--- src/rtl/io_tx_buffer.sv ---
// io_tx_buffer
//   Output-side MMIO block on the cpu memory bus. Non-zero byte writes to
//   0x30000 are queued in a first-word-fall-through FIFO that drains to the
//   UART transmitter. A write to 0x30004 requests a program stop. The stop
//   pulse is issued only once every queued byte has left the FIFO.
//
//   Handshake (tx side): a byte transfers on any cycle where tx_valid and
//   tx_ready are both high. tx_valid/tx_data come straight from registers and
//   never depend on tx_ready. tx_data is held stable while tx_valid is high
//   and tx_ready is low.
//
// Ports
//   clk_in          system clock
//   rst_in          asynchronous, active-high reset
//   rdy_in          cpu ready; bus decode is disabled while low
//   mem_a[31:0]     cpu address; only [17:0] is decoded
//   mem_dout[7:0]   cpu write data
//   mem_wr          1 = write
//   io_buffer_full  registered back-pressure to the cpu
//   tx_data[7:0]    byte offered to the UART
//   tx_valid        tx_data is valid
//   tx_ready        UART accepts the byte this cycle
//   program_stop    one-cycle pulse: stop requested and all output drained
//   overflow        sticky: a byte was dropped because the FIFO was full
//
// Optional build macro IO_TX_STATS_EN adds:
//   tx_byte_cnt[31:0]  bytes popped, wraps at 2^32
//   drop_cnt[15:0]     bytes dropped on a full FIFO, saturates at 16'hFFFF

module io_tx_buffer #(
  parameter int FIFO_WIDTH = 3,
  parameter int FULL_SLACK = 2
) (
  input  logic        clk_in,
  input  logic        rst_in,
  input  logic        rdy_in,
  input  logic [31:0] mem_a,
  input  logic [7:0]  mem_dout,
  input  logic        mem_wr,
  output logic        io_buffer_full,
  output logic [7:0]  tx_data,
  output logic        tx_valid,
  input  logic        tx_ready,
  output logic        program_stop,
`ifdef IO_TX_STATS_EN
  output logic [31:0] tx_byte_cnt,
  output logic [15:0] drop_cnt,
`endif
  output logic        overflow
);

  localparam int CW = FIFO_WIDTH + 1;
  localparam logic [CW-1:0] DEPTH      = CW'(1 << FIFO_WIDTH);
  localparam logic [CW-1:0] FULL_LEVEL = CW'((1 << FIFO_WIDTH) - FULL_SLACK);

  logic [7:0]            mem [1 << FIFO_WIDTH];
  logic [FIFO_WIDTH-1:0] head;
  logic [FIFO_WIDTH-1:0] tail;
  logic [CW-1:0]         count;
  logic [CW-1:0]         count_next;
  logic                  stop_pending;

  logic io_sel;
  logic push_req;
  logic stop_req;
  logic pop;
  logic push_ok;
  logic drop;
  logic stop_done;

  // Address bits outside the decoded set are intentionally ignored.
  logic unused_addr_bits;
  assign unused_addr_bits = ^{mem_a[31:18], mem_a[15:3]};

  // Bus decode
  assign io_sel   = rdy_in & mem_wr & (mem_a[17:16] == 2'b11);
  assign push_req = io_sel & (mem_a[2:0] == 3'b000) & (mem_dout != 8'h00);
  assign stop_req = io_sel & (mem_a[2:0] == 3'b100);

  // FWFT outputs, straight from registers
  assign tx_valid = (count != '0);
  assign tx_data  = mem[head];
  assign pop      = tx_valid & tx_ready;

  always_comb begin
    push_ok    = 1'b0;
    drop       = 1'b0;
    count_next = count;
    // Once a stop is pending the program is over: late data writes are
    // discarded silently rather than counted as overflow.
    if (push_req && !stop_pending) begin
      if (count != DEPTH || pop) begin
        push_ok = 1'b1;
      end else begin
        drop = 1'b1;
      end
    end
    count_next = count + CW'(push_ok) - CW'(pop);
    // Stop completes on the cycle the FIFO becomes (or already is) empty,
    // so the pulse appears the cycle after the last pop, or the cycle after
    // the stop write when nothing is queued. push_ok is 0 whenever a stop is
    // active, so count_next == 0 also guarantees no push this cycle.
    stop_done = (stop_pending | stop_req) & (count_next == '0);
  end

  // FIFO storage: not reset
  always_ff @(posedge clk_in) begin
    if (push_ok) begin
      mem[tail] <= mem_dout;
    end
  end

  always_ff @(posedge clk_in or posedge rst_in) begin
    if (rst_in) begin
      head           <= '0;
      tail           <= '0;
      count          <= '0;
      stop_pending   <= 1'b0;
      io_buffer_full <= 1'b0;
      program_stop   <= 1'b0;
      overflow       <= 1'b0;
    end else begin
      count          <= count_next;
      io_buffer_full <= (count_next >= FULL_LEVEL);
      program_stop   <= stop_done;
      if (pop) begin
        head <= head + 1'b1;
      end
      if (push_ok) begin
        tail <= tail + 1'b1;
      end
      if (drop) begin
        overflow <= 1'b1;
      end
      if (stop_done) begin
        stop_pending <= 1'b0;
      end else if (stop_req) begin
        stop_pending <= 1'b1;
      end
    end
  end

`ifdef IO_TX_STATS_EN
  always_ff @(posedge clk_in or posedge rst_in) begin
    if (rst_in) begin
      tx_byte_cnt <= '0;
      drop_cnt    <= '0;
    end else begin
      if (pop) begin
        tx_byte_cnt <= tx_byte_cnt + 32'd1;
      end
      if (drop && drop_cnt != 16'hFFFF) begin
        drop_cnt <= drop_cnt + 16'd1;
      end
    end
  end
`endif

endmodule

--- config.mk ---
export PLATFORM = sky130hd
export DESIGN_NAME = io_tx_buffer
export DESIGN_NICKNAME = d
export VERILOG_FILES = /design/src/rtl/io_tx_buffer.sv
export SDC_FILE = /design/constraint.sdc
export NUM_CORES = 1
export LEC_CHECK = 0
export BUFFER_PORTS_ARGS = -buffer_cell sky130_fd_sc_hd__buf_2
export CAP_MARGIN = 30
export CORE_MARGIN = 2
export CORE_UTILIZATION = 30
export CTS_BUF_LIST = sky130_fd_sc_hd__clkbuf_16
export DETAILED_ROUTE_END_ITERATION = 10
export GPL_TIMING_DRIVEN = 0
export REMOVE_ABC_BUFFERS = 1
export SLEW_MARGIN = 25
export SYNTH_ARGS = -nofsm -noshare
export SYNTH_HDL_FRONTEND = slang
export SYNTH_SLANG_ARGS = --single-unit
--- constraint.sdc ---
create_clock -name clk_in -period 4.4 [get_ports clk_in]
set_clock_uncertainty 0.2 [all_clocks]
set_input_delay 0.22 -clock clk_in [delete_from_list [all_inputs] [get_ports clk_in]]
set_output_delay 0.22 -clock clk_in [all_outputs]
set_load 0.05 [all_outputs]
==> out/metrics.csv <==
stage,metric,value,unit
run_status,status,"finished, final reports clean",
synth,Synth Area in Compound Gates,2.05,%
synth,Post-Syn Area,0.00317,sq mm
pwr,Lkg Pwr,1.43,nW
worst_hold_path,Hold Crit Class,in2reg,
layout,area of the multi-input gates,868,sq um
clock_network,Worst-Skew Late Latency,330,ps
pwr,Sw Ratio,33.1,%
route,Vias/cell,4.65,
synth,Post-synth EDFFs,64,
clock_network,cts repair resizes,0,
route,Post-route DRC,0,
grt,grt ovf,0,
synth,post-synthesis xor/xnor area fraction,1.66,%
route,1st-pass router iterations,5,
floorplanning,num rows,37,
setup_path,Critical Path Fanout Max,9,
layout,Sequential Area,0.00227,sq mm
setup_path,CP Launch Point,mem_dout[5],
clock_network,setup repair bufs after CTS,0,
clock_network,clock sinks,78,
synth,Avg Inst Size Synth,19.1,sq um
pwr,Internal Power,1.74,mW
floorplanning,CORE AREA,0.0103,sq mm
setup_path,CP arrival,3300,ps
synth,Synth Instances,166,
clock_network,clock transition at the registers of the reported paths,60,ps
layout,layout cells sized above 1,36.5,%
floorplanning,Die W,107,um
grt,Tot GR Track Use,11.2,%
setup_path,Crit-path slowest cell,nor4_1,
pwr,VDD IR max,0.399,mV
route,post-route ant nets,0,
pwr,part of the power in registers,37.6,%
synth,Synth top area share,60.6,%
clock_network,cts bufs inserted,9,
pwr,Logic pwr share,29.3,%
synth,post-synthesis adder-cell area fraction,3.39,%
clock_network,CTS root buf,clkbuf_16,
synth,mux share of post-synthesis cell area,15.0,%
route,drt total wl,5870,um
floorplanning,# IOs,57,
sta,RSZ-0062 raised after global routing,false,
sta,Fin. Hold Viols,0,
placement,I/O Buffers,29,
setup_path,Crit Reg-Reg Startpoint,stop_pending,
setup_path,CP cell instances,dlygate4sd3_1 > buf_2 > nor4_1 > a211oi_4 > nand2b_1 > o21ai_1 > ha_1 > fa_1 > nor3_1 > nor3b_1,
setup_path,path type of the worst setup path,in2reg,
sta,total negative slack,0,ps
route,DR vias,1649,
grt,number of global-route vias before repair,1715,
synth,most frequent cell after synthesis,edfxtp_1,
grt,initial antenna violation count,0,
synth,ys async rst share,17.9,%
grt,largest net degree at the start of global routing,19,
worst_hold_path,critical hold path startpoint,mem_dout[7],
setup_path,startpoint types,primary input,
grt,first-pass GRT wire length,9190,um
sta,maximum clock rate,307,MHz
clock_network,H-tree depth,3,
synth,Post-synth top cells,"edfxtp_1 (64), mux4_2 (16), dfrtp_1 (14), mux2_2 (8)",
synth,leading area contributor after synthesis,edfxtp_1,
synth,Synth cell types,31,
setup_path,Buf/Inv on CP,2,
setup_path,kind of end point of the critical path,flop,
clock_network,"Hold-fix buffers, CTS",9,
sta,Final Critical Period,3250,ps
setup_path,Critical Path RT,4450,ps
pwr,Clock Power Share,33.1,%
flow_run,max cap viols,0,
synth,#FFs+latches synth,78,
synth,largest family of logic cells by synthesized area,multiplexers,
route,Iter 0 DRT Violations,58,
sta,crit share post-route,73.9,%
sta,final setup fails,0,
placement,routability cong.,0.712,
clock_network,Max clock buf depth,2,
layout,diode count,0,
layout,Fill cells,976,
sta,Tightest Pin Transition,918,ps
synth,largest cells by area after synthesis,"edfxtp_1 (61%), mux4_2 (11%), dfrtp_1 (11%), mux2_2 (2.8%), ha_1 (2.8%)",
sta,max-slew violations,0,
pwr,switching pwr,0.863,mW
setup_path,Crit path max-delay family,simple AND/OR/NAND/NOR gates,
clock_network,CTS tree,yes,
floorplanning,initial core utilization,30.8,%
synth,sequential fraction of the synthesis area,71.7,%
layout,Area Overhead vs Synth,24.5,%
placement,hpwl dp,3780,um
pwr,pwr dens,660,mW/mm^2
synth,Synth Flop Type,edfxtp_1,
layout,Final #Nets,267,
sta,max_slew headroom,38.6,%
synth,YS warnings,0,
floorplanning,DIE HEIGHT,107,um
route,DR WL/cell,16.5,um
sta,Worst Hold Slack,3.51,ps
floorplanning,full die area,0.0114,sq mm
setup_path,Slowest Stage Delay on Critical Path,680,ps
synth,post-synthesis simple-gate area fraction,4.93,%
-- registers in the layout, indices dropped and copies added, names as in the netlist --
name and count:
count 4, overflow 1, head 3, stop_pending 1, program_stop 1, tail 3, io_buffer_full 1, mem 64
-- per-layer routing --
| layer | up-vias | wire, um | GRT usage (%) |
|---|---|---|---|
| met5 | - | 0 | 0 |
| met4 | 0 | 75 | 3.53 |
| met3 | 8 | 278 | 4.50 |
| met2 | 40 | 2780 | 16.9 |
| met1 | 852 | 2730 | 14.7 |
| li1 | 749 | - | - |
-- through the flow --
| step | total power [mW] | util, % | cell area, sq um | worst slack [ps] | std cells |
|---|---|---|---|---|---|
| finish | 2.61 | 38.4 | 3950 | 1150 | 355 |
| global route | 2.73 | 38.4 | 3950 | 935 | 355 |
| CTS | 2.64 | 38.3 | 3930 | 1080 | 353 |
| detailed placement | 1.77 | 34.0 | 3490 | 1300 | 328 |
| global placement | 1.76 | 33.7 | 3460 | 1220 | 326 |
| floorplan | 1.58 | - | 3150 | 1610 | 161 |
-- power groups by stage --
stage                     sequential (mW)  combinational (mW)  clock, mW
after floorplan                     0.976               0.606          0
after global placement               1.00               0.754          0
after detailed placement             1.00               0.765          0
after CTS                           0.987               0.775      0.881
after global routing                0.999               0.818      0.910
final                               0.980               0.763      0.863
-- cell families (layout without fill, tap and decap cells) --
group / Yosys count / count (layout)
and+or+nand+nor: 30 / 30
AOI/OAI and AO/OA: 8 / 8
xor gates and xnor gates: 6 / 6
DFF: 78 / 78
muxes: 26 / 26
buffers and inverters: 10 / 63
adders and majority gates: 8 / 8
-- worst paths after layout --
path	end	slack (ps)	cells past startpoint
setup / recovery	program_stop	1150	10
hold / removal	mem[5][7]	4	1
setup reg to reg	program_stop	1370	9
hold reg to reg	overflow	290	1
max in group asynchronous	head[0]	3320	3
min in group asynchronous	program_stop	280	3
-- layout make-up --
class,instances,share of cell area [%]
clock buffers,9,5.71
clock inverters,7,3.23
inverters,5,0.476
multi-input cells,78,22.0
flip-flops and latches,78,57.6
well taps,136,4.31
repair buffers,42,6.66
-- cell usage in the layout, fill, tap and decap left out, types with 4 or more instances in the layout --
cell type	count
nand2b_1	4
edfxtp_1	64
inv_1	5
mux2_2	8
dlygate4sd3_1	9
ha_1	7
nor2_1	7
nand2_1	5
dfrtp_1	13
xnor2_1	4
clkbuf_16	9
buf_2	30
mux4_2	16
Note: power is estimated with default switching activity, not from simulation.
